$ cat config.mk
export PLATFORM = sky130hd
export DESIGN_NAME = ahb_burst_master
export DESIGN_NICKNAME = d
export VERILOG_FILES = /design/src/rtl/ahb_burst_master.sv
export SDC_FILE = /design/constraint.sdc
export NUM_CORES = 1
export LEC_CHECK = 0
export CAP_MARGIN = 25
export CORE_UTILIZATION = 30
export DETAILED_ROUTE_END_ITERATION = 6
export PLACE_DENSITY = 0.66
export SKIP_CTS_REPAIR_TIMING = 1
export SKIP_LAST_GASP = 1
export SLEW_MARGIN = 20
export SYNTH_ARGS = -nofsm -noshare
export SYNTH_HDL_FRONTEND = slang
export SYNTH_SLANG_ARGS = --single-unit
$ cat constraint.sdc
create_clock -name HCLK -period 3.5 [get_ports HCLK]
set_clock_uncertainty 0.2 [all_clocks]
set_input_delay 0.7 -clock HCLK [delete_from_list [all_inputs] [get_ports HCLK]]
set_output_delay 0.7 -clock HCLK [all_outputs]
set_load 0.005 [all_outputs]
$ cat src/rtl/ahb_burst_master.sv
// AHB-Lite burst master: runs 1..MAX_BEATS-beat INCR bursts requested on the T* command port,
// with pipelined address/data phases, Hready wait states and ERROR abort.
module ahb_burst_master #(
  parameter int unsigned AW        = 32,
  parameter int unsigned DW        = 32,
  parameter int unsigned MAX_BEATS = 16,
  parameter int unsigned LEN_W     = 5
) (
  input  logic             HCLK,
  input  logic             Hrst,
  input  logic             Tstart,
  input  logic             Twrite,
  input  logic [AW-1:0]    Taddr,
  input  logic [LEN_W-1:0] Tlen,
  input  logic [DW-1:0]    Twdata,
  output logic             Twreq,
  output logic [DW-1:0]    Trdata,
  output logic             Trvalid,
  output logic             Tbusy,
  output logic             Tdone,
  output logic             Terr,
  output logic [AW-1:0]    Haddr,
  output logic [1:0]       Htrans,
  output logic             Hen,
  output logic             Hwrite,
  output logic [2:0]       Hsize,
  output logic [2:0]       Hburst,
  output logic [DW-1:0]    Hwdata,
  input  logic [DW-1:0]    Hrdata,
  input  logic             Hready,
  input  logic             Hresp
);

  localparam int unsigned Stride      = DW / 8;
  localparam logic [2:0]  SizeCode    = 3'($clog2(DW / 8));
  localparam logic [1:0]  TransIdle   = 2'b00;
  localparam logic [1:0]  TransNonseq = 2'b10;
  localparam logic [1:0]  TransSeq    = 2'b11;

  typedef enum logic [2:0] {StIdle, StAddr, StPipe, StLast, StErr} state_e;

  state_e           state_q, state_d;
  logic [AW-1:0]    haddr_q, haddr_d;
  logic [1:0]       htrans_q, htrans_d;
  logic             hwrite_q, hwrite_d;
  logic [2:0]       hburst_q, hburst_d;
  logic [DW-1:0]    hwdata_q, hwdata_d;
  logic [DW-1:0]    trdata_q, trdata_d;
  logic             trvalid_q, trvalid_d;
  logic             tdone_q, tdone_d;
  logic             terr_q, terr_d;
  logic             tbusy_q, tbusy_d;
  // Addresses still to issue after the one currently on the bus.
  logic [LEN_W-1:0] rem_q, rem_d;

  logic [LEN_W-1:0] eff_len;
  logic [AW-1:0]    next_addr;
  logic             in_data, data_ok, addr_done;

  always_comb begin
    if (Tlen == '0) begin
      eff_len = LEN_W'(1);
    end else if (Tlen > LEN_W'(MAX_BEATS)) begin
      eff_len = LEN_W'(MAX_BEATS);
    end else begin
      eff_len = Tlen;
    end
  end

  assign next_addr = haddr_q + AW'(Stride);
  assign in_data   = (state_q == StPipe) || (state_q == StLast);
  assign data_ok   = in_data && Hready && !Hresp;
  // An erroring data phase in PIPE cancels the overlapping address phase.
  assign addr_done = Hready && ((state_q == StAddr) || ((state_q == StPipe) && !Hresp));
  assign Twreq     = addr_done && hwrite_q;

  always_comb begin
    state_d   = state_q;
    haddr_d   = haddr_q;
    htrans_d  = htrans_q;
    hwrite_d  = hwrite_q;
    hburst_d  = hburst_q;
    hwdata_d  = hwdata_q;
    trdata_d  = trdata_q;
    tbusy_d   = tbusy_q;
    rem_d     = rem_q;
    trvalid_d = 1'b0;
    tdone_d   = 1'b0;
    terr_d    = 1'b0;

    if (Twreq) begin
      hwdata_d = Twdata;
    end
    if (data_ok && !hwrite_q) begin
      trdata_d  = Hrdata;
      trvalid_d = 1'b1;
    end
    if (addr_done) begin
      if (rem_q != '0) begin
        haddr_d  = next_addr;
        htrans_d = (next_addr[9:0] == 10'd0) ? TransNonseq : TransSeq;
        rem_d    = rem_q - LEN_W'(1);
      end else begin
        htrans_d = TransIdle;
      end
    end

    unique case (state_q)
      StIdle: begin
        if (Tstart) begin
          haddr_d  = Taddr;
          htrans_d = TransNonseq;
          hwrite_d = Twrite;
          hburst_d = (eff_len > LEN_W'(1)) ? 3'b001 : 3'b000;
          rem_d    = eff_len - LEN_W'(1);
          tbusy_d  = 1'b1;
          state_d  = StAddr;
        end
      end
      StAddr: begin
        if (Hready) begin
          state_d = (rem_q != '0) ? StPipe : StLast;
        end
      end
      StPipe, StLast: begin
        if (Hresp && !Hready) begin
          htrans_d = TransIdle;
          state_d  = StErr;
        end else if (Hready) begin
          if (Hresp || (state_q == StLast)) begin
            htrans_d = TransIdle;
            tdone_d  = 1'b1;
            terr_d   = Hresp;
            tbusy_d  = 1'b0;
            state_d  = StIdle;
          end else begin
            state_d = (rem_q != '0) ? StPipe : StLast;
          end
        end
      end
      StErr: begin
        if (Hready) begin
          tdone_d = 1'b1;
          terr_d  = 1'b1;
          tbusy_d = 1'b0;
          state_d = StIdle;
        end
      end
      default: state_d = StIdle;
    endcase
  end

  always_ff @(posedge HCLK) begin
    if (Hrst) begin
      state_q   <= StIdle;
      haddr_q   <= '0;
      htrans_q  <= TransIdle;
      hwrite_q  <= 1'b0;
      hburst_q  <= 3'b000;
      hwdata_q  <= '0;
      trdata_q  <= '0;
      trvalid_q <= 1'b0;
      tdone_q   <= 1'b0;
      terr_q    <= 1'b0;
      tbusy_q   <= 1'b0;
      rem_q     <= '0;
    end else begin
      state_q   <= state_d;
      haddr_q   <= haddr_d;
      htrans_q  <= htrans_d;
      hwrite_q  <= hwrite_d;
      hburst_q  <= hburst_d;
      hwdata_q  <= hwdata_d;
      trdata_q  <= trdata_d;
      trvalid_q <= trvalid_d;
      tdone_q   <= tdone_d;
      terr_q    <= terr_d;
      tbusy_q   <= tbusy_d;
      rem_q     <= rem_d;
    end
  end

  assign Haddr   = haddr_q;
  assign Htrans  = htrans_q;
  assign Hen     = (htrans_q != TransIdle);
  assign Hwrite  = hwrite_q;
  assign Hsize   = SizeCode;
  assign Hburst  = hburst_q;
  assign Hwdata  = hwdata_q;
  assign Trdata  = trdata_q;
  assign Trvalid = trvalid_q;
  assign Tdone   = tdone_q;
  assign Terr    = terr_q;
  assign Tbusy   = tbusy_q;

endmodule

==> run_results.csv, run 1 <==
group,metric,value,unit
status,status,"finished, final reports clean",
critical_path,worstSetupStartpointType,"input pin",
critical_path,worstSetupPathType,"input pin to output port",
clock_network,cts.sinks,112,
synthesis,syn_inst,678,
worst_hold_path,hold-path-endpoint,"Hwdata[11]",
cells_and_area,n_antenna_cell,0,
cells_and_area,area_delta_synth_final,48.62,%
global_routing,grt_pass1_vias,5164,
routing,wl_met3,1.451,mm
routing,viasPerCell,5.132,
routing,wl_met2,7.757,mm
synthesis,yosysSeqAreaShare,42.13,%
sta,relSlewSlack,42.39,%
pwr,p_per_area,382.3,nW/µm²
synthesis,ys_types,63,
worst_hold_path,min_path_type,"flip-flop to flip-flop",
clock_network,cts_buffers,9,
synthesis,synth_edf_count,0,
sta,whs,0.2539,ns
sta,fmaxAchievable,0.3220,GHz
pwr,p_leak,2.656,nW
floorplan,core,17300,µm²
clock_network,clk_path_buf_depth,2,
critical_path,rr_startpoint,"Haddr[2]",
worst_hold_path,min_from,"Hwdata[11]",
clock_network,clk_pin_slew,0.08,ns
cells_and_area,mostFrequentLayoutCell,"clkdlybuf4s50_1",
sta,tightest_slew,0.8642,ns
synthesis,synthFlopType,"dfxtp_1",
sta,period_share,88.74,%
pwr,peakVddDrop,222.0,µV
placement,gp_congestion,0.7845,
routing,via_count,5619,
routing,drt.antenna.violating_nets,0,
critical_path,crit_arrival,2.21,ns
clock_network,htreeDepth,3,
clock_network,cts_tree,"yes",
floorplan,rows,48,
clock_network,insertion_delay,0.36,ns
routing,first_pass_iters,4,
global_routing,grt_max_degree,78,
critical_path,critPathCaptureType,"output port",
routing,initialDrtViolationCount,377,
floorplan,dieWidth,135.2,µm
synthesis,syn-cell-area,5321,µm²
sta,setup_viol,0,
floorplan,die_height,135.2,µm
floorplan,dieArea,18280,µm²
sta,rsz0062_at_grt,"no",
critical_path,r2r_slack,0.94,ns
cells_and_area,seqCellArea,2242,µm²
cells_and_area,multiInputGateArea,2788,µm²
critical_path,required,2.60,ns
routing,m1WireLength,7.170,mm
placement,io_buffers,212,
critical_path,worst-path-max-fanout,4,
critical_path,timing.rr.end,"Haddr[28]",
critical_path,reg2reg_depth,5,
cells_and_area,drive_gt1_share,5.517,%
global_routing,antenna_found_initial,0,
run,drv_cap,0,
synthesis,async_flop_share,0,%
global_routing,overflow,0,
sta,period_minus_slack,3.106,ns
global_routing,track_usage,18.28,%
sta,finalHoldViolCount,0,
routing,wl,16.57,mm
routing,route.detailed.drc,0,
sta,finalMaxSlewViolations,0,
cells_and_area,num-fill-cells,1723,
floorplan,pin_count,218,
synthesis,ys_seq_elements,112,
clock_network,cts-root-buf,"clkbuf_16",
floorplan,initial_core_util,30.77,%
cells_and_area,final_cell_mix,"clkdlybuf4s50_1 (211), nand2_1 (156), dfxtp_1 (112)",
worst_hold_path,holdPathStages,2,
cells_and_area,final_nets,977,
routing,top_layer,"met4",
synthesis,avgSynthCellArea,7.849,µm²
sta,tns,0,ns
synthesis,yosys_warnings,0,
global_routing,grt_pass1_wl,26.54,mm
placement,dp_hpwl,11.47,mm
routing,wire_per_inst,15.13,µm
-- synth_stat cells, types with 5 or more instances --
library cell,instances,area [µm²]
and4_1,8,70.07
nor4_1,11,68.82
dfxtp_1,112,2242
or4_1,12,90.09
or3_1,11,68.82
ha_1,5,62.56
nand2_1,156,585.6
clkbuf_1,38,142.6
nor2_1,18,67.56
a32oi_1,9,78.83
o21ai_0,40,200.2
inv_1,9,33.78
a21oi_1,75,375.4
nand4_1,13,81.33
xnor2_1,6,52.55
nor3_1,20,100.1
buf_4,7,52.55
and3_1,13,81.33
nand3_1,18,90.09
a211oi_1,12,90.09
a31oi_1,12,75.07
o31ai_1,5,37.54
buf_6,5,56.30
-- critical path, cell delays in order --
cell	delay, ns
clkdlybuf4s50_1	0.43
nor3b_2	0.26
o211ai_1	0.18
inv_1	0.12
clkdlybuf4s50_1	0.52
-- worst max path at each step --
stage	from	end	cells after the start
2_1_floorplan	Hready	Twreq	5
3_3_place_gp	Hresp	Twreq	5
3_5_place_dp	Hresp	Twreq	5
4_1_cts	Hresp	Twreq	5
5_1_grt	Hresp	Twreq	5
6_report	Hresp	Twreq	5
-- cell families (layout without fill, tap and decap cells) --
family,Yosys count,after routing,share of synthesized area [%]
AOI/OAI and AO/OA,178,178,20.27
xor gates and xnor gates,7,7,1.152
muxes,2,2,0.3762
and+or+nand+nor,306,306,28.80
DFF,112,112,42.13
other,2,5,0.1411
adders and majority gates,5,5,1.176
buffers and inverters,66,255,5.949
-- metrics by stage --
| step | instance area, µm² | power [mW] | setup slack, ns | instances | utilization [%] |
|---|---|---|---|---|---|
| after floorplan | 5333 | 1.685 | 0.8705 | 681 | - |
| after global placement | 7610 | 1.994 | 0.3740 | 1079 | 44.00 |
| after detailed placement | 7610 | 1.997 | 0.3874 | 1079 | 44.00 |
| after CTS | 7909 | 3.067 | 0.3724 | 1095 | 45.72 |
| after global routing | 7909 | 3.187 | 0.3057 | 1095 | 45.72 |
| final | 7909 | 3.024 | 0.3942 | 1095 | 45.72 |
-- per-layer routing --
metal  vias up  global-route usage, %
met3        15                  6.248
met2       200                  29.09
met4         0                  5.181
met5         -                      0
met1      2589                  23.32
li1       2815                      -
-- power breakdown --
part / switching (mW) / total [mW] / internal, mW
registers: 0.0970 / 1.43 / 1.33
clock network: 0.549 / 1.06 / 0.509
logic: 0.226 / 0.534 / 0.308
-- state kept, by name (all words and copies together) (netlist names), 2 cells and up --
signal   count
Hwdata      32
rem_q        5
Trdata      32
Haddr       32
state_q      3
Htrans       2
-- final cells by class --
type | instances | area share, %
inverter | 9 | 0.4271
clock buffer | 9 | 2.848
clock inverter | 7 | 0.9334
multi-input combinational | 503 | 35.25
sequential | 112 | 28.35
timing repair buffer | 230 | 28.63
tap | 225 | 3.560
(Power assumes the default switching activity.)
==> inputs of run 2 (changes only) <==
CORE_UTILIZATION = 39   (was 30)
PLACE_DENSITY = 0.84   (was 0.66)
clock period = 2.51 ns   (was 3.5 ns; I/O delays follow)
==> run 2 against run 1 <==
Cell area grew 2.9%. Final cell count shrank 1.4%. Worst setup slack got worse by 0.23 ns. Combinational power rose by 60%. Critical path type unchanged. Largest power group unchanged.
==> run_results.csv, run 2 (synthesis gave the netlist of run 1 again) <==
group,metric,value,unit
routing,wl,16.38,mm
critical_path,crit_arrival,1.64,ns
floorplan,initial_core_util,40.02,%
worst_hold_path,min_path_type,"flip-flop to flip-flop",
sta,relSlewSlack,56.96,%
cells_and_area,mostFrequentLayoutCell,"clkdlybuf4s50_1",
placement,post-place-ws,-0.2084,ns
routing,first_pass_iters,5,
global_routing,grt_pass1_vias,5593,
critical_path,worst-path-max-fanout,4,
sta,finalMaxSlewViolations,0,
sta,fmaxAchievable,0.4266,GHz
floorplan,dieArea,14120,µm²
global_routing,grt_pass1_wl,26.97,mm
cells_and_area,stdcell_count,1080,
global_routing,grt_max_degree,39,
routing,via_count,5841,
clock_network,insertion_delay,0.36,ns
floorplan,core,13300,µm²
routing,drt.antenna.violating_nets,0,
placement,io_buffers,212,
routing,route.detailed.drc,0,
pwr,peakVddDrop,526.4,µV
sta,finalHoldViolCount,0,
critical_path,worstSetupStartpointType,"input pin",
global_routing,overflow,0,
cells_and_area,final_cell_mix,"clkdlybuf4s50_1 (210), nand2_1 (156), dfxtp_1 (112)",
sta,rsz0062_at_grt,"no",
clock_network,clk_path_buf_depth,2,
routing,viasPerCell,5.408,
global_routing,track_usage,23.74,%
sta,period_minus_slack,2.344,ns
clock_network,htreeDepth,3,
cells_and_area,drive_gt1_share,9.181,%
clock_network,cts_buffers,9,
routing,wire_per_inst,15.16,µm
placement,dp_hpwl,11.82,mm
floorplan,dieWidth,118.8,µm
cells_and_area,n_antenna_cell,0,
sta,final.setup.worst_slack,0.1657,ns
pwr,p_leak,2.853,nW
status,status,"finished, final reports clean",
sta,tightest_slew,0.6366,ns
run,drv_cap,0,
clock_network,cts_tree,"yes",
floorplan,rows,42,
pwr,total_power,4.260,mW
critical_path,critPathCaptureType,"output port",
placement,dp.cells,1063,
floorplan,die_height,118.8,µm
clock_network,cts-root-buf,"clkbuf_16",
critical_path,worstSetupPathType,"input pin to output port",
routing,initialDrtViolationCount,452,
placement,dpl_cell_area,7834,µm²
pwr,p_per_area,523.4,nW/µm²
global_routing,antenna_found_initial,0,
sta,period_share,93.40,%
floorplan,pin_count,218,
clock_network,clk_pin_slew,0.08,ns
critical_path,required,1.81,ns
placement,gp_congestion,0.9401,
cells_and_area,final_nets,1011,
cells_and_area,stdcell_area,8139,µm²
cells_and_area,num-fill-cells,1129,
sta,whs,0.2544,ns
clock_network,cts.sinks,112,
cells_and_area,area_delta_synth_final,52.95,%
sta,setup_viol,0,
[run 2: changes by cell type in the layout (fill, tap and decap cells not counted)]
cell | before | now
dlymetal6s2s_1 | 0 | 1
clkbuf_8 | 0 | 1
clkinv_4 | 2 | 0
inv_8 | 2 | 3
inv_1 | 9 | 8
clkinv_8 | 1 | 0
inv_2 | 0 | 1
clkinv_2 | 0 | 1
buf_12 | 1 | 4
buf_4 | 17 | 48
clkdlybuf4s50_1 | 211 | 210
[run 2: cell type report]
cell class	count	area [µm²]	share of cell area (%)
clock inverter	6	56.30	0.6918
tap	176	220.2	2.706
multi-input combinational	503	2788	34.25
sequential	112	2242	27.55
clock buffer	10	239.0	2.936
timing repair buffer	264	2560	31.45
inverter	9	33.78	0.4151
[run 2: worst max-delay path, cell delays in order]
cell             delay, ns
clkdlybuf4s50_1       0.50
nor3b_2               0.06
o211ai_1              0.30
inv_2                 0.11
dlymetal6s2s_1        0.17
[run 2: worst paths after layout]
check | cells past startpoint | slack [ns] | startpoint | to
setup / recovery | 5 | 0.17 | Hresp | Twreq
hold / removal | 2 | 0.25 | Hwdata[2] | Hwdata[2]
setup reg to reg | 4 | 0.20 | Haddr[8] | Haddr[28]
hold reg to reg | 2 | 0.25 | Hwdata[2] | Hwdata[2]
[run 2: layer usage]
metal  global-route usage [%]  routed length [µm]
met1                    27.99                6597
met2                    40.35                7926
met3                    7.902                1552
met4                    7.832                 298
met5                        0                   0
[run 2: report_power, final]
group / internal (mW) / total, mW / switching, mW
Clock: 0.729 / 1.45 / 0.724
Sequential: 1.86 / 1.95 / 0.0928
Combinational: 0.484 / 0.853 / 0.369
[run 2: through the flow]
step / setup TNS, ns / util (%)
5_1_grt: 0 / 61.22
4_1_cts: -0.2184 / 61.14
6_report: 0 / 61.22
3_5_place_dp: -1.683 / 58.92
3_3_place_gp: -1.062 / 58.92
2_1_floorplan: 0 / -
==> edit 1 (settings of run 1) <==
Re-encode `state_e` (5 states) as one-hot, 5 bits wide.
--- a/src/rtl/ahb_burst_master.sv
+++ b/src/rtl/ahb_burst_master.sv
@@ -39,3 +39,3 @@
 
-  typedef enum logic [2:0] {StIdle, StAddr, StPipe, StLast, StErr} state_e;
+  typedef enum logic [4:0] {StIdle = 5'b00001, StAddr = 5'b00010, StPipe = 5'b00100, StLast = 5'b01000, StErr = 5'b10000} state_e;
 
Formal check against the unedited RTL: same outputs for any inputs over 4 cycles, from zero or initial values and one cycle with Hrst high; so few cycles prove little.
==> edit 1 against run 1 <==
- routed wire length down 1.7%
- area after synthesis shrank 0.99%
- design area increased by 4.1%
- worst setup slack got worse by 0.33 ns
- critical path depth up 1
- count of clock-buffer cells in the layout up 9
- global-route usage shrank 0.41 points
- sequential cell count grew 2
- largest cell class unchanged
Power is not compared: it rests on default switching activity, and its combinational part moved more than twofold at a synthesized area within 25%.
==> edit 1: results (changes against run 1) <==
[run_status]
outcome=complete, no violations  ; unchanged

[synth]
synth_xor_area_frac=0.04654  ; was 0.01152
synth-adder-area-share=0.01187  ; was 0.01176
yosys-top-cells-count=nand2_1 (154), dfxtp_1 (114), a21oi_1 (76), nor2_1 (56), clkbuf_1 (42)  ; was nand2_1 (156), dfxtp_1 (112), a21oi_1 (75), o21ai_0 (40), clkbuf_1 (38)
synth-compound-area-share=0.1764  ; was 0.2027
synth_edf_count=0  ; unchanged
ys_types=56  ; was 63
ys_seq_area_frac=0.4332  ; was 0.4213
yosys-top-cells-area=dfxtp_1 (43%), nand2_1 (11%), a21oi_1 (7.2%), a211oi_1 (4.1%), nor2_1 (4.0%)  ; was dfxtp_1 (42%), nand2_1 (11%), a21oi_1 (7.1%), o21ai_0 (3.8%), clkbuf_1 (2.7%)
synthMuxAreaShare=0.007837  ; was 0.003762
syn_inst=667  ; was 678

[clocking]
htreeDepth=4  ; was 3
cts_made_buffers=17  ; was 9
clk_transition_reported_paths_ns=0.05  ; was 0.08 ns

[cells_and_area]
fin_nets=977  ; unchanged
n_fill_cell=1694  ; was 1723
stdcell_count=1103  ; was 1095

[route]
dr_wl_met2_um=7337  ; was 7757 um
wl_met1_um=6964  ; was 7170 um
firstDrtPassIters=6  ; was 4
wl_um=16290  ; was 16570 um
drt_iter0_drc=177  ; was 377
vias=5344  ; was 5619
wl_met3_um=1821  ; was 1451 um
highest_layer=met4  ; unchanged

[global_route]
use_met3=0.08821  ; was 0.06248
grt_use_met2=0.2896  ; was 0.2909
grt_pass1_vias=4961  ; was 5164
grt_max_degree=69  ; was 78
grtUsageTotal=0.1787  ; was 0.1828
met1_usage=0.2069  ; was 0.2332
grt_pass1_wl_um=25010  ; was 26540 um

[worst_setup_path]
cp_data_arrival_time_ns=2.54  ; was 2.21 ns
crit_start=Hready  ; was Hresp
r2r_start=rem_q[0]  ; was Haddr[2]
r2r_cells=8  ; was 5
slowest_delay_ns=0.54  ; was 0.52 ns
crit_fanout=2  ; was 4
ff2ff_setup_slack_ns=0.71  ; was 0.94 ns

[placed_design]
dp_cells=1071  ; was 1079
gp_congestion=0.7740  ; was 0.7845
dpl.hpwl_um=11620  ; was 11470 um
placed_area_um2=7575  ; was 7610 um2
post-place-ws_ns=-0.06321  ; was 0.3874 ns

[timing]
fin_crit_sh=0.9819  ; was 0.8874
holdWs_ns=0.2512  ; was 0.2539 ns

[min_path]
holdPathEnd=Trdata[15]  ; was Hwdata[11]

edit 1: cell types whose count changed in the layout (fill, tap and decap cells not counted), sizes merged, moves of 9 or more:
cell,change
a211oi,+17
a311oi,+10
a31oi,-11
and3,-10
clkbuf,+9
nor2,+38
nor3,-9
o21ai,-25
or4,-13
xor2,+13
edit 1: power groups by stage:
stage          registers, mW  clock network [mW]  logic (mW)
2_1_floorplan           1.63                   0       0.622
3_3_place_gp            1.71                   0        1.10
3_5_place_dp            1.71                   0        1.11
4_1_cts                 1.69                1.92        1.11
5_1_grt                 1.72                1.99        1.22
6_report                1.69                1.88        1.10
edit 1: area by class of cell:
type                       instances  area (um2)  area share
clock buffer                      18       439.2     0.05336
tap                              225       281.5     0.03420
inverter                          10       37.54    0.004561
multi-input combinational        489        2708      0.3290
timing repair buffer             233        2277      0.2767
clock inverter                    14       205.2     0.02493
sequential                       114        2282      0.2773
==> edit 2 (config.mk and constraints of run 1) <==
Made on the original files. Set the parameter `LEN_W` to 6 (it was 5).
--- a/src/rtl/ahb_burst_master.sv
+++ b/src/rtl/ahb_burst_master.sv
@@ -6,3 +6,3 @@
   parameter int unsigned MAX_BEATS = 16,
-  parameter int unsigned LEN_W     = 5
+  parameter int unsigned LEN_W     = 6
 ) (
Interface: changed (resized Tlen); port bits go from 218 to 219. The function was not compared with the original's and may differ.
==> edit 2 against run 1 <==
- the flow now finishes with violations (design-rule violations)
- worst setup slack got worse by 0.18 ns
- global-route usage fell by 0.53 points
- area after synthesis decreased by 5.2%
- sequential cell count grew 1
- sequential share of layout area down 0.25 points
- total power increased by 32%
- via count fell by 8.2%
- design area rose by 1.8%
- routed wire length decreased by 8.4%
- die area fell by 5.2%
- largest power group is now the clock network
==> edit 2: results (changes against run 1) <==
[clocking]
cts_made_buffers=17  ; was 9
clk_transition_reported_paths_ns=0.06  ; was 0.08 ns
clock_latency_ns=0.42  ; was 0.36 ns
htreeDepth=4  ; was 3

[global_route]
grt_pass1_vias=4746  ; was 5164
grtUsageTotal=0.1775  ; was 0.1828
met1_usage=0.2293  ; was 0.2332
use_met3=0.04823  ; was 0.06248
grt_use_met2=0.2751  ; was 0.2909

[cells_and_area]
drive_gt1_frac=0.06674  ; was 0.05517
stdcell_count=1074  ; was 1095
fin_nets=954  ; was 977

[timing]
fmax_mhz=304.5  ; was 322.0 MHz
worstMarginPinSlew_ns=0.7964  ; was 0.8642 ns
holdWs_ns=0.2510  ; was 0.2539 ns

[worst_setup_path]
ff2ff_setup_slack_ns=0.75  ; was 0.94 ns
cp_data_arrival_time_ns=2.38  ; was 2.21 ns
crit_fanout=6  ; was 4
r2r_end=Haddr[30]  ; was Haddr[28]

[placed_design]
placed_area_um2=7342  ; was 7610 um2
post-place-ws_ns=0.1193  ; was 0.3874 ns
dpl.hpwl_um=10480  ; was 11470 um
dp_cells=1042  ; was 1079

[synth]
syn_inst=642  ; was 678
ys_seq_area_frac=0.4486  ; was 0.4213
synth-adder-area-share=0.01241  ; was 0.01176
synth-compound-area-share=0.1846  ; was 0.2027

[min_path]
holdPathEnd=Hwdata[13]  ; was Hwdata[11]
hp-start=Hwdata[13]  ; was Hwdata[11]

[pwr]
pg_comb_mw=0.493  ; was 0.534 mW
ir_worst_vdd_mv=0.3364  ; was 0.2220 mV
switching_share=0.2295  ; was 0.2882
clockPowerShare=0.521  ; was 0.350
finalPower_mw=4.000  ; was 3.024 mW
power.leakage_nw=2.776  ; was 2.656 nW

[run_status]
violations=design-rule violations
outcome=finished with violations  ; was complete, no violations

[route]
drt_iter0_drc=346  ; was 377
wl_um=15180  ; was 16570 um
firstDrtPassIters=7  ; was 4
drc=1  ; was 0
via_per_inst=4.804  ; was 5.132

[edit 2: cell types whose count changed after synthesis, sizes merged, moves of 5 or more]
| cell | before | now |
|---|---|---|
| o21ai | 40 | 18 |
| and3 | 13 | 4 |
| or4 | 13 | 8 |
| a32oi | 9 | 0 |
| and4 | 9 | 1 |
| nor2 | 18 | 48 |
| a31oi | 12 | 1 |
| a311oi | 1 | 17 |
| xnor2 | 6 | 11 |
| nor3 | 20 | 13 |
| nand4 | 14 | 9 |
| nand3 | 18 | 13 |
[edit 2: final cells by class]
cell class	count	area [um2]
Clock inverter	13	256.5
Sequential cell	113	2262
Inverter	10	37.54
Fill cell	1595	8473
Timing Repair Buffer	226	2227
Clock buffer	19	452.9
Multi-Input combinational cell	473	2540
Tap cell	220	275.3
[edit 2: layer usage]
layer  wire (um)  vias up
met4         339        0
met3         965       20
li1            -     2631
met2        7167      152
met1        6710     2356
met5           0        -
